===== src/rtl/aes_core_arbiter.sv =====
// Round-robin arbiter that shares one AES core between two requesters.
// It supports lock-based ownership across blocks and a WAIT-state watchdog.
module aes_core_arbiter #(
  parameter int TIMEOUT_CYCLES = 64,
  parameter int WORD_S         = 32,
  parameter int KEY_S          = 128,
  parameter int BLK_S          = 128
) (
  input  logic              clk,
  input  logic              reset,
  input  logic              req0,
  input  logic              req1,
  input  logic              lock0,
  input  logic              lock1,
  input  logic [WORD_S-1:0] cmd0,
  input  logic [WORD_S-1:0] cmd1,
  input  logic [KEY_S-1:0]  key0,
  input  logic [KEY_S-1:0]  key1,
  input  logic [BLK_S-1:0]  blk0,
  input  logic [BLK_S-1:0]  blk1,
  output logic              gnt0,
  output logic              gnt1,
  output logic              done0,
  output logic              done1,
  output logic              err0,
  output logic              err1,
  output logic [BLK_S-1:0]  rsp_blk,
  output logic              busy,
  output logic              core_en,
  output logic [WORD_S-1:0] core_cmd,
  output logic [KEY_S-1:0]  core_key,
  output logic [BLK_S-1:0]  core_blk,
  input  logic [BLK_S-1:0]  core_blk_out,
  input  logic              core_done
);

  typedef enum logic [1:0] {S_IDLE, S_ISSUE, S_WAIT, S_RESPOND} state_t;

  localparam logic [15:0] TO_LAST = 16'(TIMEOUT_CYCLES - 1);

  state_t            r_state, w_state;
  logic              r_last, w_last;
  logic              r_locked, w_locked;
  logic              r_owner, w_owner;
  logic [15:0]       r_cnt, w_cnt;
  logic [1:0]        r_gnt, w_gnt;
  logic [1:0]        r_done, w_done;
  logic [1:0]        r_err, w_err;
  logic              r_core_en, w_core_en;
  logic [WORD_S-1:0] r_cmd, w_cmd;
  logic [KEY_S-1:0]  r_key, w_key;
  logic [BLK_S-1:0]  r_blk, w_blk;
  logic [BLK_S-1:0]  r_rsp, w_rsp;
  logic              r_busy, w_busy;

  logic [1:0]        w_req, w_lock, w_elig;
  logic              w_sel;

  assign w_req  = {req1, req0};
  assign w_lock = {lock1, lock0};

  always_comb begin
    w_state   = r_state;
    w_last    = r_last;
    w_locked  = r_locked;
    w_owner   = r_owner;
    w_cnt     = r_cnt;
    w_gnt     = r_gnt;
    w_done    = '0;
    w_err     = '0;
    w_core_en = 1'b0;
    w_cmd     = r_cmd;
    w_key     = r_key;
    w_blk     = r_blk;
    w_rsp     = r_rsp;
    w_elig    = '0;
    w_sel     = 1'b0;
    case (r_state)
      S_IDLE: begin
        // Release a lock the owner no longer asserts, then arbitrate in the same cycle.
        if (r_locked && !w_lock[r_owner]) begin
          w_locked = 1'b0;
          w_gnt    = '0;
        end
        w_elig = w_locked ? (w_req & {r_owner, ~r_owner}) : w_req;
        w_sel  = (&w_elig) ? ~r_last : w_elig[1];
        if (|w_elig) begin
          w_state   = S_ISSUE;
          w_gnt     = {w_sel, ~w_sel};
          w_last    = w_sel;
          w_owner   = w_sel;
          w_locked  = w_lock[w_sel];
          w_cnt     = '0;
          w_core_en = 1'b1;
          w_cmd     = w_sel ? cmd1 : cmd0;
          w_key     = w_sel ? key1 : key0;
          w_blk     = w_sel ? blk1 : blk0;
        end
      end
      S_ISSUE: w_state = S_WAIT;
      S_WAIT: begin
        // A completion in the timeout cycle still counts as success.
        if (core_done) begin
          w_state         = S_RESPOND;
          w_rsp           = core_blk_out;
          w_done[r_owner] = 1'b1;
          if (!r_locked) w_gnt = '0;
        end else if (r_cnt == TO_LAST) begin
          w_state        = S_RESPOND;
          w_err[r_owner] = 1'b1;
          w_locked       = 1'b0;
          w_gnt          = '0;
        end else begin
          w_cnt = r_cnt + 16'd1;
        end
      end
      S_RESPOND: w_state = S_IDLE;
      default:   w_state = S_IDLE;
    endcase
    w_busy = (w_state != S_IDLE) || w_locked;
  end

  always_ff @(posedge clk) begin
    if (!reset) begin
      r_state   <= S_IDLE;
      r_last    <= 1'b1;
      r_locked  <= 1'b0;
      r_owner   <= 1'b0;
      r_cnt     <= '0;
      r_gnt     <= '0;
      r_done    <= '0;
      r_err     <= '0;
      r_core_en <= 1'b0;
      r_cmd     <= '0;
      r_key     <= '0;
      r_blk     <= '0;
      r_rsp     <= '0;
      r_busy    <= 1'b0;
    end else begin
      r_state   <= w_state;
      r_last    <= w_last;
      r_locked  <= w_locked;
      r_owner   <= w_owner;
      r_cnt     <= w_cnt;
      r_gnt     <= w_gnt;
      r_done    <= w_done;
      r_err     <= w_err;
      r_core_en <= w_core_en;
      r_cmd     <= w_cmd;
      r_key     <= w_key;
      r_blk     <= w_blk;
      r_rsp     <= w_rsp;
      r_busy    <= w_busy;
    end
  end

  assign gnt0     = r_gnt[0];
  assign gnt1     = r_gnt[1];
  assign done0    = r_done[0];
  assign done1    = r_done[1];
  assign err0     = r_err[0];
  assign err1     = r_err[1];
  assign rsp_blk  = r_rsp;
  assign busy     = r_busy;
  assign core_en  = r_core_en;
  assign core_cmd = r_cmd;
  assign core_key = r_key;
  assign core_blk = r_blk;

endmodule


===== config.mk =====
export PLATFORM = sky130hd
export DESIGN_NAME = aes_core_arbiter
export DESIGN_NICKNAME = d
export VERILOG_FILES = /design/src/rtl/aes_core_arbiter.sv
export SDC_FILE = /design/constraint.sdc
export NUM_CORES = 1
export LEC_CHECK = 0
export CAP_MARGIN = 15
export CELL_PAD_IN_SITES_DETAIL_PLACEMENT = 1
export CELL_PAD_IN_SITES_GLOBAL_PLACEMENT = 1
export CORE_AREA = 2 2 447 449
export DETAILED_ROUTE_END_ITERATION = 7
export DIE_AREA = 0 0 449 451
export HOLD_SLACK_MARGIN = 0.08
export PLACE_DENSITY_LB_ADDON = 0.1
export SYNTH_ARGS = -nofsm -noshare
export SYNTH_HDL_FRONTEND = slang
export SYNTH_SLANG_ARGS = --single-unit

===== constraint.sdc =====
create_clock -name clk -period 2.2 [get_ports clk]
set_input_delay 0.22 -clock clk [delete_from_list [all_inputs] [get_ports clk]]
set_output_delay 0.22 -clock clk [all_outputs]
set_load 0.01 [all_outputs]

# Yosys cells after proc, flatten, opt, wreduce, memory -nomap -nowiden
# Cells that the tools add are included.
dict set report totals {
  ff_bits 445
  input_bits 711
  output_inout_bits 424
  elab_cells 83
}
dict set report op_classes {
  addsub 1
  magnitude_cmp 3
  eq_ne 10
  muxes 32
  bitwise 7
  n_reduce_logical 16
}
# cell n
set ops {}
lappend ops {{$mux 128} 2}
lappend ops {{$mux 16} 3}
lappend ops {{$mux 32} 1}
lappend ops {{$pmux 16 s2} 1}
lappend ops {{$mux 2} 9}
lappend ops {{$add 16x1->16 const B} 1}
lappend ops {{$eq 16x6->1 const B} 1}
lappend ops {{$mux 1} 12}
lappend ops {{$ne 3x3->1 const B} 3}
lappend ops {{$pmux 2 s4} 1}
lappend ops {{$reduce_and 2->1} 4}
lappend ops {{$reduce_and 4->1} 2}
lappend ops {{$ne 2x2->1 const B} 3}
lappend ops {{$not 1->1} 6}
lappend ops {{$eq 2x2->1 const B} 2}
lappend ops {{$lt 1x2->1 const B} 2}
lappend ops {{$pmux 2 s2} 1}
lappend ops {{$reduce_bool 2->1} 2}
lappend ops {{$reduce_or 4->1} 1}
lappend ops {{$reduce_and 3->1} 1}
lappend ops {{$and 2x2->2} 1}
lappend ops {{$eq 2x1->1 const B} 1}
lappend ops {{$logic_and 1x1->1} 2}
lappend ops {{$logic_not 2->1} 1}
lappend ops {{other kinds (6)} 6}

# Logic depth before layout (Yosys ltp)
# Gate-level depths: netlist of run 1.
dict set report depth {
  depth_word 14
  ltp_mapped 9
  mapped_depth_nobuf 7
}

# Worst setup path before layout of run 1
# OpenSTA, ideal clock, no wires.
dict set report synth_timing {
  path_kind {register to register}
  startpoint {register r_cnt[0]}
  endpoint {register r_cnt[7]}
  setup_time_ns 0.115
  t_arrival_ns 1.915
  required_ns 2.085
  setup_slack_ns 0.171
  stages_incl_launch_ff 8
  n_path_buf 1
  period_less_slack_ns 2.029
  path_cell_list {dfxtp_1 -> ha_1 -> or4bb_1 -> or4_4 -> nand3_2 -> buf_6 -> nor4_1 -> o21ba_1}
}
dict set report synth_between {
  elab_chain_len 4
  word_cells_on_any_way 7
  classes_between {add/sub (1); eq/ne (2); mux (3); reduce/logical (1)}
}
# element line
set synth_lines {}
lappend synth_lines {{start: declaration} 45} ;# logic [15:0] r_cnt, w_cnt;
lappend synth_lines {{start signal: assignment} 144} ;# r_cnt <= w_cnt;
lappend synth_lines {{$add 16x1->16} 114} ;# w_cnt = r_cnt + 16'd1;
lappend synth_lines {{$mux 16} 108} ;# end else if (r_cnt == TO_LAST) begin
lappend synth_lines {{$mux 16} 103} ;# if (core_done) begin
lappend synth_lines {{$pmux 16 s2} 78} ;# case (r_state)
# Several ways; a longest one is shown, not always the timed one. The select of a mux whose other input is x is not followed.
# A chain may end at the register's enable or synchronous reset.

# Final worst setup path of run 1
dict set report layout_timing {
  startpoint {register r_cnt[0]}
  endpoint {register r_cnt[2]}
}
# Same word-level chain as after synthesis.

==> results of run 1 <==
-- cell usage in the layout (no fill, tap or decap), drive strengths merged, types with 6 or more instances in the layout --
cell           instances
clkdlybuf4s50       1134
dlygate4sd3          583
nor2                 303
or3                    6
a311oi               288
nand4                  6
inv                    9
nand3                 10
buf                  176
clkbuf               111
dfxtp                445
nand2                850
diode                 18
a21oi                141
o21ai                 10
-- sequential cells by signal, summed over array words and instances (netlist names) --
signal,count
r_done,2
core_en,1
r_last,1
core_blk,128
r_state,2
r_err,2
r_cnt,16
r_locked,1
core_key,128
core_cmd,32
rsp_blk,128
busy,1
r_owner,1
r_gnt,2
-- metal layers --
metal,up-vias,global-route usage,wire length (um)
li1,11540,-,-
met1,11110,0.1376,52450
met2,731,0.2347,70050
met3,195,0.04681,9926
met4,18,0.05277,5171
met5,-,0.002841,178
-- through the flow --
step           utilization  instance area (sq um)  TNS [ps]  cells  worst slack (ps)
2_1_floorplan            -                  18040         0   2333             170.5
3_3_place_gp        0.1711                  33910    -38620   6090            -231.4
3_5_place_dp        0.1711                  33910    -45070   6090            -238.0
4_1_cts             0.2115                  41920         0   6789             28.41
5_1_grt             0.2128                  42190    -628.2   6809            -38.25
6_report            0.2129                  42190         0   6812             103.8
-- what timing repair did --
action                                  4_1_cts  5_1_grt
endpoints found under the hold margin       395        0
hold buffers                                583        0
endpoints found under the setup margin        0      134
buffers inserted                              0        2
resized for setup                             0       29
-- power by group --
group / internal (mW) / switching [mW] / leakage (nW) / total [mW]
registers: 10.8 / 1.50 / 3.66 / 12.3
clock network: 6.53 / 4.57 / 1.06 / 11.1
logic: 10.9 / 11.2 / 10.6 / 22.1
-- final cells by class --
class / instances / area [sq um] / area share
multi-input cells: 1673 / 8346 / 0.1978
flip-flops and latches: 445 / 8911 / 0.2112
inverters: 7 / 41.29 / 0.0009786
repair buffers: 1897 / 19360 / 0.4589
well taps: 2656 / 3323 / 0.07876
diodes: 18 / 45.04 / 0.001068
clock buffers: 107 / 2097 / 0.04970
clock inverters: 9 / 68.82 / 0.001631
-- worst max-delay path by stage --
stage / to
4_1_cts: core_blk[33]$_SDFFE_PN0P_
5_1_grt: core_key[36]$_SDFFE_PN0P_
3_3_place_gp: core_key[39]$_SDFFE_PN0P_
2_1_floorplan: r_cnt[7]$_SDFFE_PN0P_
6_report: r_cnt[2]$_SDFFE_PN0P_
3_5_place_dp: core_blk[33]$_SDFFE_PN0P_
-- cell families (layout without fill, tap and decap cells) --
| kind of cell | after synthesis | after routing |
|---|---|---|
| flops | 445 | 445 |
| other cells | 0 | 18 |
| buf+inv | 215 | 2020 |
| compound gates | 454 | 454 |
| simple gates | 1209 | 1209 |
| xor+xnor | 7 | 7 |
| fa+ha+maj | 3 | 3 |
-- synth_stat cells (all sizes together), types with 2 or more instances --
library cell	n
nand2	850
dfxtp	445
nor2	303
a311oi	288
clkbuf	147
a21oi	141
buf	61
nand3	10
o21ai	10
inv	7
nand4	6
or3	6
nor3	5
or4	5
and2	4
o31ai	4
xor2	4
ha	3
nand2b	3
nor3b	3
xnor2	3
nor4	2
nor4b	2
o221ai	2
or2	2
-- critical path, delay by kind of cell (launching register included) --
kind | cells | cell delay (ps)
and+or+nand+nor | 4 | 1150
DFF | 1 | 340
adders and majority gates | 1 | 210
buffers and inverters | 1 | 140
xor gates and xnor gates | 1 | 140
==> flow_metrics.py, run 1 <==
metrics = {
    "timing": {
        "finalSetupViolCount": 0,
        "finalCritPeriodShare": 0.9528,
        "finalCriticalPeriod_ps": 2096,
        "drv_slew": 0,
        "relSlewSlack": 0.5139,
        "finalHoldViolCount": 0,
        "clock_skew_ps": 25.80,
        "worst_slew_pin_slew_ps": 729.1,
        "rsz0062_at_grt": "yes",
        "fin_hold_ws_ps": 160.9,
        "fmax_ghz": 0.4770,
    },
    "route": {
        "drtAntennaViolNets": 0,
        "drt_iter0_markers": 705,
        "drc": 0,
        "drt_wl_total_um": 137800,
        "first_pass_iters": 5,
        "wire_per_inst_um": 20.22,
        "vias": 23600,
        "viasPerCell": 3.464,
    },
    "yosys": {
        "synth_top_area_frac": 0.4939,
        "synth_cell_types": 50,
        "yosysSeqAreaShare": 0.4939,
        "muxShareOfSynthArea": 0,
        "synth.ff_latch_count": 445,
        "syn_area_per_cell_sq_um": 7.731,
        "synth_compound_area_frac": 0.1896,
        "synthSimpleGateAreaFrac": 0.2626,
        "async_flop_share": 0,
        "synth_top_family_by_area": "simple AND/OR/NAND/NOR gates",
        "synth_edf_count": 0,
        "synthAdderAreaFrac": 0.002081,
        "synth_area_leaders": "dfxtp_1, nand2_1, a311oi_1, nor2_1, a21oi_1",
        "netlist_area_sq_um": 18040,
        "yosysWarnings": 0,
        "synthFlopType": "dfxtp_1",
        "synth_fp_nets": 3047,
        "synth_xor_area_frac": 0.003399,
        "synth_top_cell_by_area": "dfxtp_1",
        "synthCells": 2333,
    },
    "global_routing": {
        "antenna_found_initial": 37,
        "grt_max_degree": 128,
        "grt_pass1_vias": 26050,
        "grt_pass1_wl_um": 192600,
        "gr-total-overflow": 0,
        "grtUsageTotal": 0.1307,
    },
    "clock_network": {
        "clock_sinks": 445,
        "cts_max_level": 3,
        "cts_tree": "built",
        "clock_latency_ps": 680,
        "ctsRootBufferMaster": "clkbuf_16",
        "clk_pin_slew_ps": 60,
        "clockBufferDepth": 3,
        "numCtsBuffers": 71,
    },
    "layout": {
        "drive_above_1_share": 0.07371,
        "fill_cells": 23270,
        "final_nets": 4809,
        "syn_to_final_growth_pct": 133.9,
    },
    "power": {
        "p_total_mw": 45.42,
        "p_leak_nw": 15.33,
        "p_per_area_nw_per_um2": 1076,
        "peakVddDrop_mv": 0.5625,
    },
    "floorplan": {
        "die_w_um": 449,
        "num_rows": 164,
        "start_util": 0.09100,
        "dieArea_sq_um": 202500,
        "core_area_sq_um": 198200,
        "die_y_um": 451,
        "io_pins": 1135,
    },
    "placed_design": {
        "hpwlAfterDp_um": 106900,
        "portBuffers": 1134,
        "gp_congestion": 0.7603,
    },
    "critical_path": {
        "crit_type": "flip-flop to flip-flop",
        "path_cells": "ha_1, or4bb_1, or4_4, nand4_2, buf_4, xor2_1, nor2_1",
        "critPathCaptureType": "flip-flop",
        "reg2reg_setup_slack_ps": 100,
        "r2r_end": "r_cnt[2]$_SDFFE_PN0P_",
        "required_ps": 2750,
        "worst_ep_arrival_time_ps": 2650,
        "path_max_fanout": 6,
        "rr_worst_depth": 7,
        "cp_slowest_stage_delay_ps": 490,
        "critPathLaunch": "r_cnt[0]$_SDFFE_PN0P_",
        "timing.rr.start": "r_cnt[0]$_SDFFE_PN0P_",
        "crit_slowest_cell": "or4bb_1",
        "start_kind": "flip-flop",
    },
    "min_path": {
        "hold_end": "rsp_blk[108]$_SDFFE_PN0P_",
        "min_path_type": "input pin to flip-flop",
        "hp-start": "core_blk_out[108]",
        "holdPathStages": 3,
    },
    "outcome": {
        "status": "completed",
    },
    "job": {
        "cap_violations": 0,
    },
}
Power figures use the tool's default switching activity.
==> run 2: changes to the inputs <==
--- a/config.mk
+++ b/config.mk
@@ -5,12 +5,13 @@
 export SDC_FILE = /design/constraint.sdc
 export NUM_CORES = 1
 export LEC_CHECK = 0
+export ABC_AREA = 1
 export CAP_MARGIN = 15
 export CELL_PAD_IN_SITES_DETAIL_PLACEMENT = 1
 export CELL_PAD_IN_SITES_GLOBAL_PLACEMENT = 1
-export CORE_AREA = 2 2 447 449
+export CORE_AREA = 2 2 436 438
 export DETAILED_ROUTE_END_ITERATION = 7
-export DIE_AREA = 0 0 449 451
+export DIE_AREA = 0 0 438 440
 export HOLD_SLACK_MARGIN = 0.08
 export PLACE_DENSITY_LB_ADDON = 0.1
 export SYNTH_ARGS = -nofsm -noshare
==> flow_metrics.py, run 2 <==
metrics = {
    "layout": {
        "ff_latch_area_sq_um": 8910,
        "final_common_cell": "clkdlybuf4s50_1",
        "final_cell_mix": "clkdlybuf4s50_1, nand2_1, dlygate4sd3_1, dfxtp_1, nor2_1",
        "syn_to_final_growth_pct": 124.9,
        "fill_cells": 22290,
        "drive_above_1_share": 0.06167,
        "final_nets": 4800,
        "multi_input_area_sq_um": 7961,
    },
    "global_routing": {
        "grt_pass1_vias": 25460,
        "grtUsageTotal": 0.1449,
        "grt_max_degree": 73,
        "gr-total-overflow": 0,
        "grt_pass1_wl_um": 199200,
        "antenna_found_initial": 23,
    },
    "yosys": {
        "syn_area_per_cell_sq_um": 7.512,
        "synth.ff_latch_count": 445,
        "async_flop_share": 0,
        "synth_fp_nets": 3130,
        "synth_edf_count": 0,
        "synth_top_cell_by_area": "dfxtp_1",
        "yosys.cell_count.top_type": "nand2_1",
        "synth_top_area_frac": 0.4908,
        "synth_top_cells_by_count": "nand2_1, dfxtp_1, nor2_1",
        "netlist_area_sq_um": 18150,
        "synth_area_leaders": "dfxtp_1, nand2_1, a31oi_1, o21ai_0, nor2_1",
        "synthFlopType": "dfxtp_1",
        "yosysWarnings": 0,
        "synth_cell_types": 31,
        "synthCells": 2416,
        "yosysSeqAreaShare": 0.4908,
    },
    "timing": {
        "clock_skew_ps": 20.44,
        "finalCriticalPeriod_ps": 2091,
        "fin_hold_ws_ps": 145.5,
        "rsz0062_at_grt": "no",
        "worst_slew_pin_slew_ps": 484.6,
        "finalCritPeriodShare": 0.9503,
        "fmax_ghz": 0.4783,
        "finalHoldViolCount": 0,
        "finalSetupViolCount": 0,
        "drv_slew": 0,
        "tns_ps": 0,
        "relSlewSlack": 0.6759,
    },
    "critical_path": {
        "critPathLaunch": "core_key[125]$_SDFFE_PN0P_",
        "start_kind": "flip-flop",
        "path_max_fanout": 2,
        "crit_slowest_cell": "clkdlybuf4s50_1",
        "endpoint": "core_key[125]",
        "reg2reg_setup_slack_ps": 310,
        "required_ps": 1980,
        "critPathCaptureType": "output port",
        "timing.rr.start": "r_state[0]$_SDFF_PN0_",
        "worst_ep_arrival_time_ps": 1870,
        "r2r_end": "core_blk[35]$_SDFFE_PN0P_",
        "crit_family": "buffers and inverters",
        "crit_type": "flip-flop to output port",
        "cp_slowest_stage_delay_ps": 810,
        "critPathBufInv": 1,
        "rr_worst_depth": 7,
        "crit_cells": 1,
        "path_cells": "clkdlybuf4s50_1",
    },
    "clock_network": {
        "cts_max_level": 3,
        "numCtsBuffers": 72,
        "cts_tree": "built",
        "ctsRootBufferMaster": "clkbuf_16",
        "clk_pin_slew_ps": 60,
        "clockBufferDepth": 3,
        "cts_setup_buffers": 0,
        "clock_sinks": 445,
        "clock_latency_ps": 690,
    },
    "floorplan": {
        "die_w_um": 438,
        "dieArea_sq_um": 192700,
        "io_pins": 1135,
        "die_y_um": 440,
        "core_area_sq_um": 188600,
        "start_util": 0.09624,
        "num_rows": 160,
    },
    "route": {
        "drtAntennaViolNets": 0,
        "vias": 23570,
        "viasPerCell": 3.542,
        "drt_wl_total_um": 145100,
        "drt_iter0_markers": 616,
        "wire_per_inst_um": 21.81,
        "first_pass_iters": 4,
        "drc": 0,
    },
    "placed_design": {
        "portBuffers": 1134,
        "gp_congestion": 0.8007,
        "hpwlAfterDp_um": 114600,
    },
    "outcome": {
        "status": "completed",
    },
    "power": {
        "peakVddDrop_mv": 0.5000,
        "p_per_area_nw_per_um2": 1099,
        "p_leak_nw": 15.11,
        "p_total_mw": 44.85,
    },
    "job": {
        "cap_violations": 0,
    },
    "min_path": {
        "min_path_type": "input pin to flip-flop",
    },
}
run 2: worst register-to-register path, cell delays in order, from the launching register on:
cell and delay [ps]:
dfxtp_1 310, inv_1 80, ha_1 380, nand2_4 160, clkinv_16 170, buf_12 350
o21ai_0 180, a31oi_1 170
run 2: per-layer routing:
metal / vias up / wire length [um] / track usage / share of wire
met3: 145 / 9663 / 0.03930 / 0.067
met2: 624 / 75530 / 0.2669 / 0.52
met5: - / 48 / 0 / 0.00033
li1: 11550 / - / - / -
met1: 11240 / 56730 / 0.1639 / 0.39
met4: 8 / 3138 / 0.03521 / 0.022
run 2: timing repair:
action                                 in CTS  in global routing
endpoints found under the hold margin     354                  0
hold buffers                              550                  0
resized for setup                           2                  0
setup endpoints to repair                   2                  0
run 2: metrics by stage:
step                      cell area, sq um  cells  worst slack (ps)  utilization
after floorplan                      18150   2416             593.8            -
after global placement               32980   5973             70.00       0.1749
after detailed placement             32980   5973             45.59       0.1749
after CTS                            40800   6646            0.7472       0.2164
after global routing                 40820   6653             13.09       0.2165
final                                40830   6655             109.3       0.2165
run 2: final cells by class:
cell class	count	share of cell area
diodes	9	0.0005517
clock buffers	103	0.05069
clock inverters	20	0.006068
inverters	30	0.003647
multi-input cells	1734	0.1950
flip-flops and latches	445	0.2182
well taps	2511	0.07696
repair buffers	1803	0.4488
run 2: worst min path at each step:
stage                                      from                          to  slack, ps  depth (start not counted)
after floorplan                       key0[109]  core_key[109]$_SDFFE_PN0P_        370                          2
after global placement    r_gnt[0]$_SDFFE_PN0P_       r_gnt[0]$_SDFFE_PN0P_        460                          2
after detailed placement  r_gnt[0]$_SDFFE_PN0P_       r_gnt[0]$_SDFFE_PN0P_        470                          2
after CTS                     core_blk_out[103]   rsp_blk[103]$_SDFFE_PN0P_         80                          3
after global routing                   blk1[49]   core_blk[49]$_SDFFE_PN0P_        110                          3
final                                  key1[11]   core_key[11]$_SDFFE_PN0P_        150                          3
run 2: where the power goes:
group          switching (mW)  total [mW]  leakage, nW  internal, mW
Sequential               1.82        12.8         3.67          10.9
Combinational            10.8        20.3         10.3          9.45
Clock                    4.81        11.8         1.14          7.01
Total                    17.5        44.8         15.1          27.4
run 2: logic make-up (layout without fill, tap and decap cells):
family	count (synthesis)	count (layout)	synth area share
DFF	445	445	0.4908
and+or+nand+nor	995	995	0.2111
xor gates and xnor gates	8	8	0.003861
AOI/OAI and AO/OA	728	728	0.2206
buffers and inverters	237	1956	0.07156
adders and majority gates	3	3	0.002068
other	0	9	0
